**src/rtl/axi_llc_pkg.sv**
```systemverilog
// Shared LLC configuration, cache-unit identifiers and default channel types
// used by the eviction W-channel master.
package axi_llc_pkg;

  typedef struct packed {
    int unsigned SetAssociativity;
    int unsigned NumLines;
    int unsigned NumBlocks;
    int unsigned TagLength;
    int unsigned IndexLength;
    int unsigned BlockOffsetLength;
    int unsigned ByteOffsetLength;
  } llc_cfg_t;

  typedef struct packed {
    int unsigned IdWidthFull;
    int unsigned AddrWidthFull;
    int unsigned DataWidthFull;
  } llc_axi_cfg_t;

  typedef enum logic [1:0] {
    EvictUnit = 2'd0,
    RefilUnit = 2'd1,
    WChanUnit = 2'd2,
    RChanUnit = 2'd3
  } cache_unit_e;

  localparam int unsigned DefTagLength         = 19;
  localparam int unsigned DefIndexLength       = 8;
  localparam int unsigned DefBlockOffsetLength = 2;
  localparam int unsigned DefByteOffsetLength  = 3;
  localparam int unsigned DefWayIndWidth       = 4;
  localparam int unsigned DefDataWidth         = 64;

  localparam llc_cfg_t DefaultCfg = '{
    SetAssociativity:  16,
    NumLines:          256,
    NumBlocks:         4,
    TagLength:         DefTagLength,
    IndexLength:       DefIndexLength,
    BlockOffsetLength: DefBlockOffsetLength,
    ByteOffsetLength:  DefByteOffsetLength
  };

  localparam llc_axi_cfg_t DefaultAxiCfg = '{
    IdWidthFull:   4,
    AddrWidthFull: 32,
    DataWidthFull: DefDataWidth
  };

  typedef struct packed {
    logic                          evict;
    logic [DefWayIndWidth-1:0]     way_ind;
    logic [DefTagLength-1:0]       evict_tag;
    logic [31:0]                   a_x_addr;
  } llc_desc_t;

  typedef struct packed {
    cache_unit_e                   cache_unit;
    logic [DefWayIndWidth-1:0]     way_ind;
    logic [DefIndexLength-1:0]     line_addr;
    logic [DefBlockOffsetLength-1:0] blk_offset;
    logic                          we;
    logic [DefDataWidth-1:0]       data;
    logic [DefDataWidth/8-1:0]     strb;
  } llc_way_inp_t;

  typedef struct packed {
    cache_unit_e                   cache_unit;
    logic [DefDataWidth-1:0]       data;
  } llc_way_oup_t;

  typedef struct packed {
    logic [DefDataWidth-1:0]       data;
    logic [DefDataWidth/8-1:0]     strb;
    logic                          last;
    logic                          user;
  } llc_w_chan_t;

  function automatic int unsigned num_blocks(input llc_cfg_t cfg);
    return 32'd1 << cfg.BlockOffsetLength;
  endfunction

endpackage

```
**src/rtl/axi_llc_evict_w_master.sv**
```systemverilog
// Eviction write-data path: reads a victim line block by block from the data
// ways and streams it as one W burst, then forwards the descriptor.
module axi_llc_evict_w_master
  import axi_llc_pkg::*;
#(
  parameter llc_cfg_t     Cfg            = DefaultCfg,
  parameter llc_axi_cfg_t AxiCfg         = DefaultAxiCfg,
  parameter type          desc_t         = llc_desc_t,
  parameter type          way_inp_t      = llc_way_inp_t,
  parameter type          way_oup_t      = llc_way_oup_t,
  parameter type          w_chan_t       = llc_w_chan_t,
  parameter int unsigned  MaxOutstanding = 2
) (
  input  logic     clk_i,
  input  logic     rst_i,
  input  desc_t    desc_i,
  input  logic     desc_valid_i,
  output logic     desc_ready_o,
  output desc_t    desc_o,
  output logic     desc_valid_o,
  input  logic     desc_ready_i,
  output way_inp_t way_inp_o,
  output logic     way_inp_valid_o,
  input  logic     way_inp_ready_i,
  input  way_oup_t way_out_i,
  input  logic     way_out_valid_i,
  output logic     way_out_ready_o,
  output w_chan_t  w_chan_mst_o,
  output logic     w_chan_valid_o,
  input  logic     w_chan_ready_i
);

  localparam int unsigned NumBlocks = num_blocks(Cfg);
  localparam int unsigned LineLsb   = Cfg.ByteOffsetLength + Cfg.BlockOffsetLength;

  typedef logic [Cfg.BlockOffsetLength-1:0]   offset_t;
  typedef logic [Cfg.BlockOffsetLength:0]     cnt_t;
  typedef logic [$clog2(MaxOutstanding+1)-1:0] outst_t;

  typedef enum logic [1:0] {
    Idle  = 2'd0,
    Evict = 2'd1,
    Send  = 2'd2
  } state_e;

  state_e state_q;
  desc_t  desc_q;
  cnt_t   req_cnt_q, beat_cnt_q;
  outst_t outst_q;

  logic in_evict, req_hs, w_hs, last_beat, last_hs, desc_acc;

  always_comb begin
    in_evict        = (state_q == Evict);
    last_beat       = (beat_cnt_q == cnt_t'(NumBlocks - 1));
    way_inp_valid_o = in_evict && (req_cnt_q < cnt_t'(NumBlocks))
                      && (outst_q < outst_t'(MaxOutstanding));
    // W is a pure pass-through of the way response; no skid storage here.
    w_chan_valid_o  = in_evict && way_out_valid_i;
    way_out_ready_o = in_evict && w_chan_ready_i;
    req_hs          = way_inp_valid_o && way_inp_ready_i;
    w_hs            = w_chan_valid_o && w_chan_ready_i;
    last_hs         = w_hs && last_beat;
    desc_valid_o    = (state_q == Send) || last_hs;
    desc_ready_o    = (state_q == Idle) || (desc_valid_o && desc_ready_i);
    desc_acc        = desc_valid_i && desc_ready_o;
  end

  always_comb begin
    way_inp_o            = '0;
    way_inp_o.cache_unit = EvictUnit;
    way_inp_o.way_ind    = desc_q.way_ind;
    way_inp_o.line_addr  = desc_q.a_x_addr[LineLsb +: Cfg.IndexLength];
    way_inp_o.blk_offset = offset_t'(req_cnt_q[Cfg.BlockOffsetLength-1:0]);
    way_inp_o.we         = 1'b0;
  end

  always_comb begin
    w_chan_mst_o      = '0;
    w_chan_mst_o.data = way_out_i.data;
    w_chan_mst_o.strb = '1;
    w_chan_mst_o.last = last_beat;
    w_chan_mst_o.user = '0;
  end

  assign desc_o = desc_q;

  always_ff @(posedge clk_i) begin
    if (rst_i) begin
      state_q    <= Idle;
      desc_q     <= '0;
      req_cnt_q  <= '0;
      beat_cnt_q <= '0;
      outst_q    <= '0;
    end else begin
      if (req_hs) req_cnt_q  <= req_cnt_q + cnt_t'(1);
      if (w_hs)   beat_cnt_q <= beat_cnt_q + cnt_t'(1);
      case ({req_hs, w_hs})
        2'b10:   outst_q <= outst_q + outst_t'(1);
        2'b01:   outst_q <= outst_q - outst_t'(1);
        default: outst_q <= outst_q;
      endcase

      case (state_q)
        Idle:    state_q <= Idle;
        Evict:   if (last_hs) state_q <= desc_ready_i ? Idle : Send;
        Send:    if (desc_ready_i) state_q <= Idle;
        default: state_q <= Idle;
      endcase

      // A descriptor accepted on the retiring cycle overrides the Idle move.
      if (desc_acc) begin
        desc_q     <= desc_i;
        state_q    <= desc_i.evict ? Evict : Send;
        req_cnt_q  <= '0;
        beat_cnt_q <= '0;
        outst_q    <= '0;
      end
    end
  end

  logic unused_way_out;
  assign unused_way_out = ^way_out_i;

  a_outst_bound: assert property (@(posedge clk_i) disable iff (rst_i)
    outst_q <= outst_t'(MaxOutstanding));
  a_w_stable: assert property (@(posedge clk_i) disable iff (rst_i)
    (w_chan_valid_o && !w_chan_ready_i) |=> (w_chan_valid_o && $stable(w_chan_mst_o)));
  a_way_resp_in_evict: assert property (@(posedge clk_i) disable iff (rst_i)
    way_out_valid_i |-> in_evict);
  a_beat_bound: assert property (@(posedge clk_i) disable iff (rst_i)
    w_hs |-> (beat_cnt_q < cnt_t'(NumBlocks)));
  a_full_burst: assert property (@(posedge clk_i) disable iff (rst_i)
    last_hs |-> (req_cnt_q == cnt_t'(NumBlocks) && outst_q == outst_t'(1)));
  a_data_width: assert property (@(posedge clk_i)
    $bits(w_chan_mst_o.data) == AxiCfg.DataWidthFull);

endmodule

```
**config.mk**
```make
export PLATFORM = sky130hd
export DESIGN_NAME = axi_llc_evict_w_master
export DESIGN_NICKNAME = d
export VERILOG_FILES = /design/src/rtl/axi_llc_pkg.sv /design/src/rtl/axi_llc_evict_w_master.sv
export SDC_FILE = /design/constraint.sdc
export NUM_CORES = 1
export LEC_CHECK = 0
export CORE_AREA = 2 2 138 140
export CTS_CLUSTER_DIAMETER = 150
export CTS_CLUSTER_SIZE = 40
export DETAILED_ROUTE_END_ITERATION = 12
export DIE_AREA = 0 0 140 142
export PLACE_DENSITY = 0.6
export SLEW_MARGIN = 20
export SYNTH_ARGS = -nofsm -noshare
export SYNTH_HDL_FRONTEND = slang
export SYNTH_SLANG_ARGS = --single-unit
```
**constraint.sdc**
```tcl
create_clock -name clk_i -period 3.5 [get_ports clk_i]
set_input_delay 0.7 -clock clk_i [delete_from_list [all_inputs] [get_ports clk_i]]
set_output_delay 0.7 -clock clk_i [all_outputs]
set_load 0.02 [all_outputs]
```
Word-level counts from Yosys, hierarchy flattened. Cells that the tools add are included.

Muxes and demuxes: 7. Eq/ne operators: 7. Reduce and logical (&&, ||, !) cells: 15. Order comparisons: 2. Add/sub/neg operators: 4.

Operator list (number): $mux W2 (5); $logic_and A1 B1 Y1 (9); $pmux W2 S2 (2); $add A3 B1 Y3 const B (2); $eq A2 B1 Y1 const B (2); $eq A2 B2 Y1 const B (2); $eq A3 B2 Y1 const B (1); $lt A3 B3 Y1 const B (1); $ne A3 B1 Y1 const B (1); $ne A3 B3 Y1 const B (1); $add A2 B1 Y2 const B (1); $logic_not A2 Y1 (1); $logic_or A1 B1 Y1 (2); $lt A2 B2 Y1 const B (1); $reduce_and A2 Y1 (1); $reduce_bool A2 Y1 (1); $reduce_or A2 Y1 (1); $sub A2 B1 Y2 const B (1).

Register bits: 66. Logic and storage cells: 43. Output and inout bits: 224. Bits of input ports: 129.

Depth between registers and ports, before layout.
Depth in word-level cells: 10. Gate-level depth with buffers: 8. Gate-level depth less buffers: 7.

Worst setup path before layout. OpenSTA, ideal clock, no wires.

Path type: flip-flop to flip-flop. Start point: register state_q[0]. End point: register outst_q[1]. Arrival time: 2048 ps. Path slack: 1366 ps. Buffers on the path: 1. Setup time: 86 ps. Stages on the path, launching flop included: 8. Clock period less this slack: 2134 ps. Path through: dfxtp_1 buf_4 or4b_4 inv_1 nand2_1 ha_1 or3_1 a211oi_1.

Elaborated cells between the ends (all ways): 18.

RTL lines: start: declaration (RTL line axi_llc_evict_w_master.sv:46) `state_e state_q;`; start signal: assignment (RTL line axi_llc_evict_w_master.sv:90) `state_q <= Idle;`; start signal: assignment (RTL line axi_llc_evict_w_master.sv:105) `Idle: state_q <= Idle;`; start signal: assignment (RTL line axi_llc_evict_w_master.sv:106) `Evict: if (last_hs) state_q <= desc_ready_i ? Idle : Send;`; $eq A2 B1 Y1 (*) (RTL line axi_llc_evict_w_master.sv:54) `in_evict = (state_q == Evict);`; $logic_and A1 B1 Y1 (*) (RTL line axi_llc_evict_w_master.sv:56) `way_inp_valid_o = in_evict && (req_cnt_q < cnt_t'(NumBlocks))`; $logic_and A1 B1 Y1 (*) (RTL line axi_llc_evict_w_master.sv:57) `&& (outst_q < outst_t'(MaxOutstanding));`; via way_inp_valid_o (RTL line axi_llc_evict_w_master.sv:23) `output logic way_inp_valid_o,`; $logic_and A1 B1 Y1 (*) (RTL line axi_llc_evict_w_master.sv:61) `req_hs = way_inp_valid_o && way_inp_ready_i;`; $eq A2 B1 Y1 / $eq A2 B2 Y1 (equally long branches) (RTL line axi_llc_evict_w_master.sv:98) `case ({req_hs, w_hs})`; $pmux W2 S2 / $reduce_bool A2 Y1 (equally long branches); end signal: assignment (RTL line axi_llc_evict_w_master.sv:99) `2'b10: outst_q <= outst_q + outst_t'(1);`; end signal: assignment (RTL line axi_llc_evict_w_master.sv:100) `2'b01: outst_q <= outst_q - outst_t'(1);`; end signal: assignment (RTL line axi_llc_evict_w_master.sv:101) `default: outst_q <= outst_q;`; end: declaration (RTL line axi_llc_evict_w_master.sv:49) `outst_t outst_q;`.

Mark *: on every way through the listed nets, which the timed path passes. The rest lies on a longest branch. A chain may end at the register's enable or synchronous reset.

Worst setup path after layout.
Start point: input port way_out_valid_i. End point: output port desc_ready_o.

Cells in the longest elaborated chain, start to end: 6.

RTL lines: start: declaration (RTL line axi_llc_evict_w_master.sv:26) `input logic way_out_valid_i,`; $logic_and A1 B1 Y1 (RTL line axi_llc_evict_w_master.sv:59) `w_chan_valid_o = in_evict && way_out_valid_i;`; $logic_and A1 B1 Y1 (RTL line axi_llc_evict_w_master.sv:62) `w_hs = w_chan_valid_o && w_chan_ready_i;`; $logic_and A1 B1 Y1 (RTL line axi_llc_evict_w_master.sv:63) `last_hs = w_hs && last_beat;`; $logic_or A1 B1 Y1 (RTL line axi_llc_evict_w_master.sv:64) `desc_valid_o = (state_q == Send) || last_hs;`; $logic_and A1 B1 Y1 (RTL line axi_llc_evict_w_master.sv:65) `desc_ready_o = (state_q == Idle) || (desc_valid_o && desc_ready_i);`; $logic_or A1 B1 Y1 (RTL line axi_llc_evict_w_master.sv:65); end: declaration (RTL line axi_llc_evict_w_master.sv:18) `output logic desc_ready_o,`.

No other way between the ends.

==> impl_metrics.yaml <==
run_status:
  status: "complete, but fails checks"
  violations: "design-rule violations"
floorplanning:
  dieWidth_um: 140
  start_util: 0.232
  rows: 50
  io-pin-count: 353
  core-area_um2: 18500
  dieArea_um2: 19900
  fp.dieH_um: 142
power:
  fin_total_pwr_uw: 2350
  switching_share: 0.285
  power.density_nw_per_um2: 444
  switching_power_uw: 669
  seqPwrFrac: 0.358
  peakVddDrop_mv: 0.192
  pwr-share-clk: 0.409
  p_int_uw: 1680
  p_leak_uw: 0.00213
  power.share.combinational: 0.233
yosys:
  seq_area_frac_synth: 0.308
  syn-cell-area_um2: 4290
  ys_ff_latch: 66
  synth_edf_count: 0
  synthCells: 469
  yosysWarnings: 0
  synth.avg_cell_area_um2: 9.14
  synth_area_leaders: "dfxtp_1, buf_4, nand2b_1"
  synth_flop_cell: "dfxtp_1"
  synth_area_leader_cell: "dfxtp_1"
  synth_commonest_cells: "buf_4, nand2b_1, dfxtp_1"
  synth_cell_type_count: 31
  synth_top_area_share: 0.308
  ys_async_sr_fraction: 0
  synth.most_common_cell: "buf_4"
placed_design:
  gp_congestion: 0.642
  dp_cells: 742
  hpwlAfterDp_um: 6140
  portBuffers: 138
sta:
  setup_violations: 0
  finClkSkew_ps: 6.08
  grt_setup_unrepaired: "false"
  finalHoldViolations: 0
  fin_setup_tns_ps: 0
  period_minus_slack_ps: 3100
  finalMaxSlewViolations: 0
  fmax_mhz: 322
  max-slew-margin-rel: 0.575
  worst_pin_slew_ps: 638
  fin_crit_sh: 0.887
critical_path:
  crit_end: "desc_ready_o"
  crit_path_top_delay_cell: "clkdlybuf4s50_1"
  setup.worst_path.class: "input port to primary output"
  critical_path.endpoint_type: "primary output"
  slowest_delay_ps: 620
  required_ps: 2800
  worstRegToRegCells: 6
  path_max_fanout: 5
  r2r-end: "outst_q[1]$_SDFFE_PP0P_"
  cp-start-kind: "input port"
  worstReg2RegStart: "state_q[0]$_SDFFE_PP0P_"
  critical_path.startpoint: "way_out_valid_i"
  regToRegSetupSlack_ps: 1230
  path_common_cell: "clkdlybuf4s50_1"
  arrival_ps: 2400
  crit_chain: "clkdlybuf4s50_1, nand4_1, a21o_1, nand2_1, clkdlybuf4s50_1"
clocking:
  cts-htree-levels: 3
  path_clk_slew_ps: 50
  cts_root_buffer: "clkbuf_16"
  post-cts-setup-buffers: 0
  clock_sinks: 66
  cts_made_buffers: 9
  cts_resized: 0
  postCtsHoldBufs: 0
  tritoncts: "yes"
  clk_latency_ps: 330
  clock_path_buffers: 2
route:
  wirelength_um: 8620
  drc_errors: 25
  ant_nets: 0
  wl_per_cell_um: 11.4
  vias_per_cell: 3.60
  dr.pass1.iters: 10
  initialDrtViolationCount: 109
  vias: 2722
global_routing:
  grt_antenna_before_repair: 0
  grtUsageTotal: 0.0856
  grt_max_degree: 58
  gr-total-overflow: 0
  grt_first_pass_wirelength_um: 13200
  first_global_vias: 2515
layout:
  area_growth_pct: 23.3
  final-instance-count-excl-fill: 757
  nets: 652
  drive_above_1_share: 0.0440
  num_antenna_cells: 0
hold_path:
  min_from: "desc_o[34]$_SDFFE_PP0P_"
  hold_class: "flop to flop"
job:
  cap_viol_max_count: 0
==> kinds of logic (layout without fill, tap and decap cells) <==
family | after synthesis | after routing | synth area share
adder cells (fa/ha/maj) | 4 | 4 | 0.0117
multiplexers | 58 | 58 | 0.135
buffers and inverters | 189 | 161 | 0.320
AO/OA/AOI/OAI | 13 | 13 | 0.0228
other | 2 | 84 | 0.00175
AND/OR/NAND/NOR | 134 | 134 | 0.194
XOR/XNOR | 3 | 3 | 0.00613
flip-flops | 66 | 66 | 0.308
==> registers in the layout, indices dropped and copies added, names as in the netlist <==
| name | count |
|---|---|
| desc_o | 56 |
| beat_cnt_q | 3 |
| req_cnt_q | 3 |
| outst_q | 2 |
| state_q | 2 |
==> power by group through the flow <==
| stage | clock [uW] | sequential [uW] | combinational [uW] |
|---|---|---|---|
| 6_report | 961 | 842 | 546 |
| 5_1_grt | 1040 | 849 | 586 |
| 4_1_cts | 1010 | 842 | 552 |
| 3_5_place_dp | 0 | 857 | 550 |
| 3_3_place_gp | 0 | 856 | 551 |
| 2_1_floorplan | 0 | 913 | 458 |
==> area by class of cell <==
class                   count  area (um^2)
flip-flops and latches     66         1320
multi-input cells         296         1920
clock buffers               9          225
repair buffers            142         1430
inverters                   4         15.0
well taps                 234          293
clock inverters             6         82.6
fillers                  1971        13200
==> cell usage in the layout (no fill, tap or decap), types with 2 or more instances in the layout <==
cell and instances:
or3_1 2, ha_1 4, nand4_1 2, and2_1 2, nand3_1 2, buf_12 2
o21ai_0 4, inv_1 4, clkdlybuf4s50_1 137, nor3_1 4, mux2i_1 58, buf_4 2
clkinv_2 3, a211oi_1 2, nor2_1 3, conb_1 84, dfxtp_1 66, nand2_1 2
bufinv_16 2, nand2b_1 113, xnor2_1 2, clkbuf_16 9
==> worst min path at each step <==
stage,endpoint,cells past startpoint
4_1_cts,desc_o[34]$_SDFFE_PP0P_,2
2_1_floorplan,outst_q[1]$_SDFFE_PP0P_,2
3_3_place_gp,desc_o[31]$_SDFFE_PP0P_,2
5_1_grt,desc_o[34]$_SDFFE_PP0P_,2
3_5_place_dp,desc_o[23]$_SDFFE_PP0P_,2
6_report,desc_o[34]$_SDFFE_PP0P_,2
==> through the flow <==
step	area [um^2]	hold WS, ps	utilization	setup slack, ps
after floorplan	4600	464	-	1370
after global placement	4980	459	0.270	386
after CTS	5290	471	0.286	386
after global routing	5290	480	0.286	323
after detailed placement	4980	462	0.270	389
final	5290	469	0.286	397
==> metal layers <==
layer / vias up / GRT usage / wire [um]
met3: 34 / 0.0461 / 995
met5: - / 0 / 0
met4: 0 / 0.0590 / 375
met2: 176 / 0.122 / 3720
li1: 1342 / - / -
met1: 1170 / 0.0978 / 3530
==> critical path: cells and delay by family <==
family | cells | cell delay (ps)
AND/OR/NAND/NOR | 2 | 300
buffers and inverters | 2 | 1170
AO/OA/AOI/OAI | 1 | 230
Power figures use the tool's default switching activity.
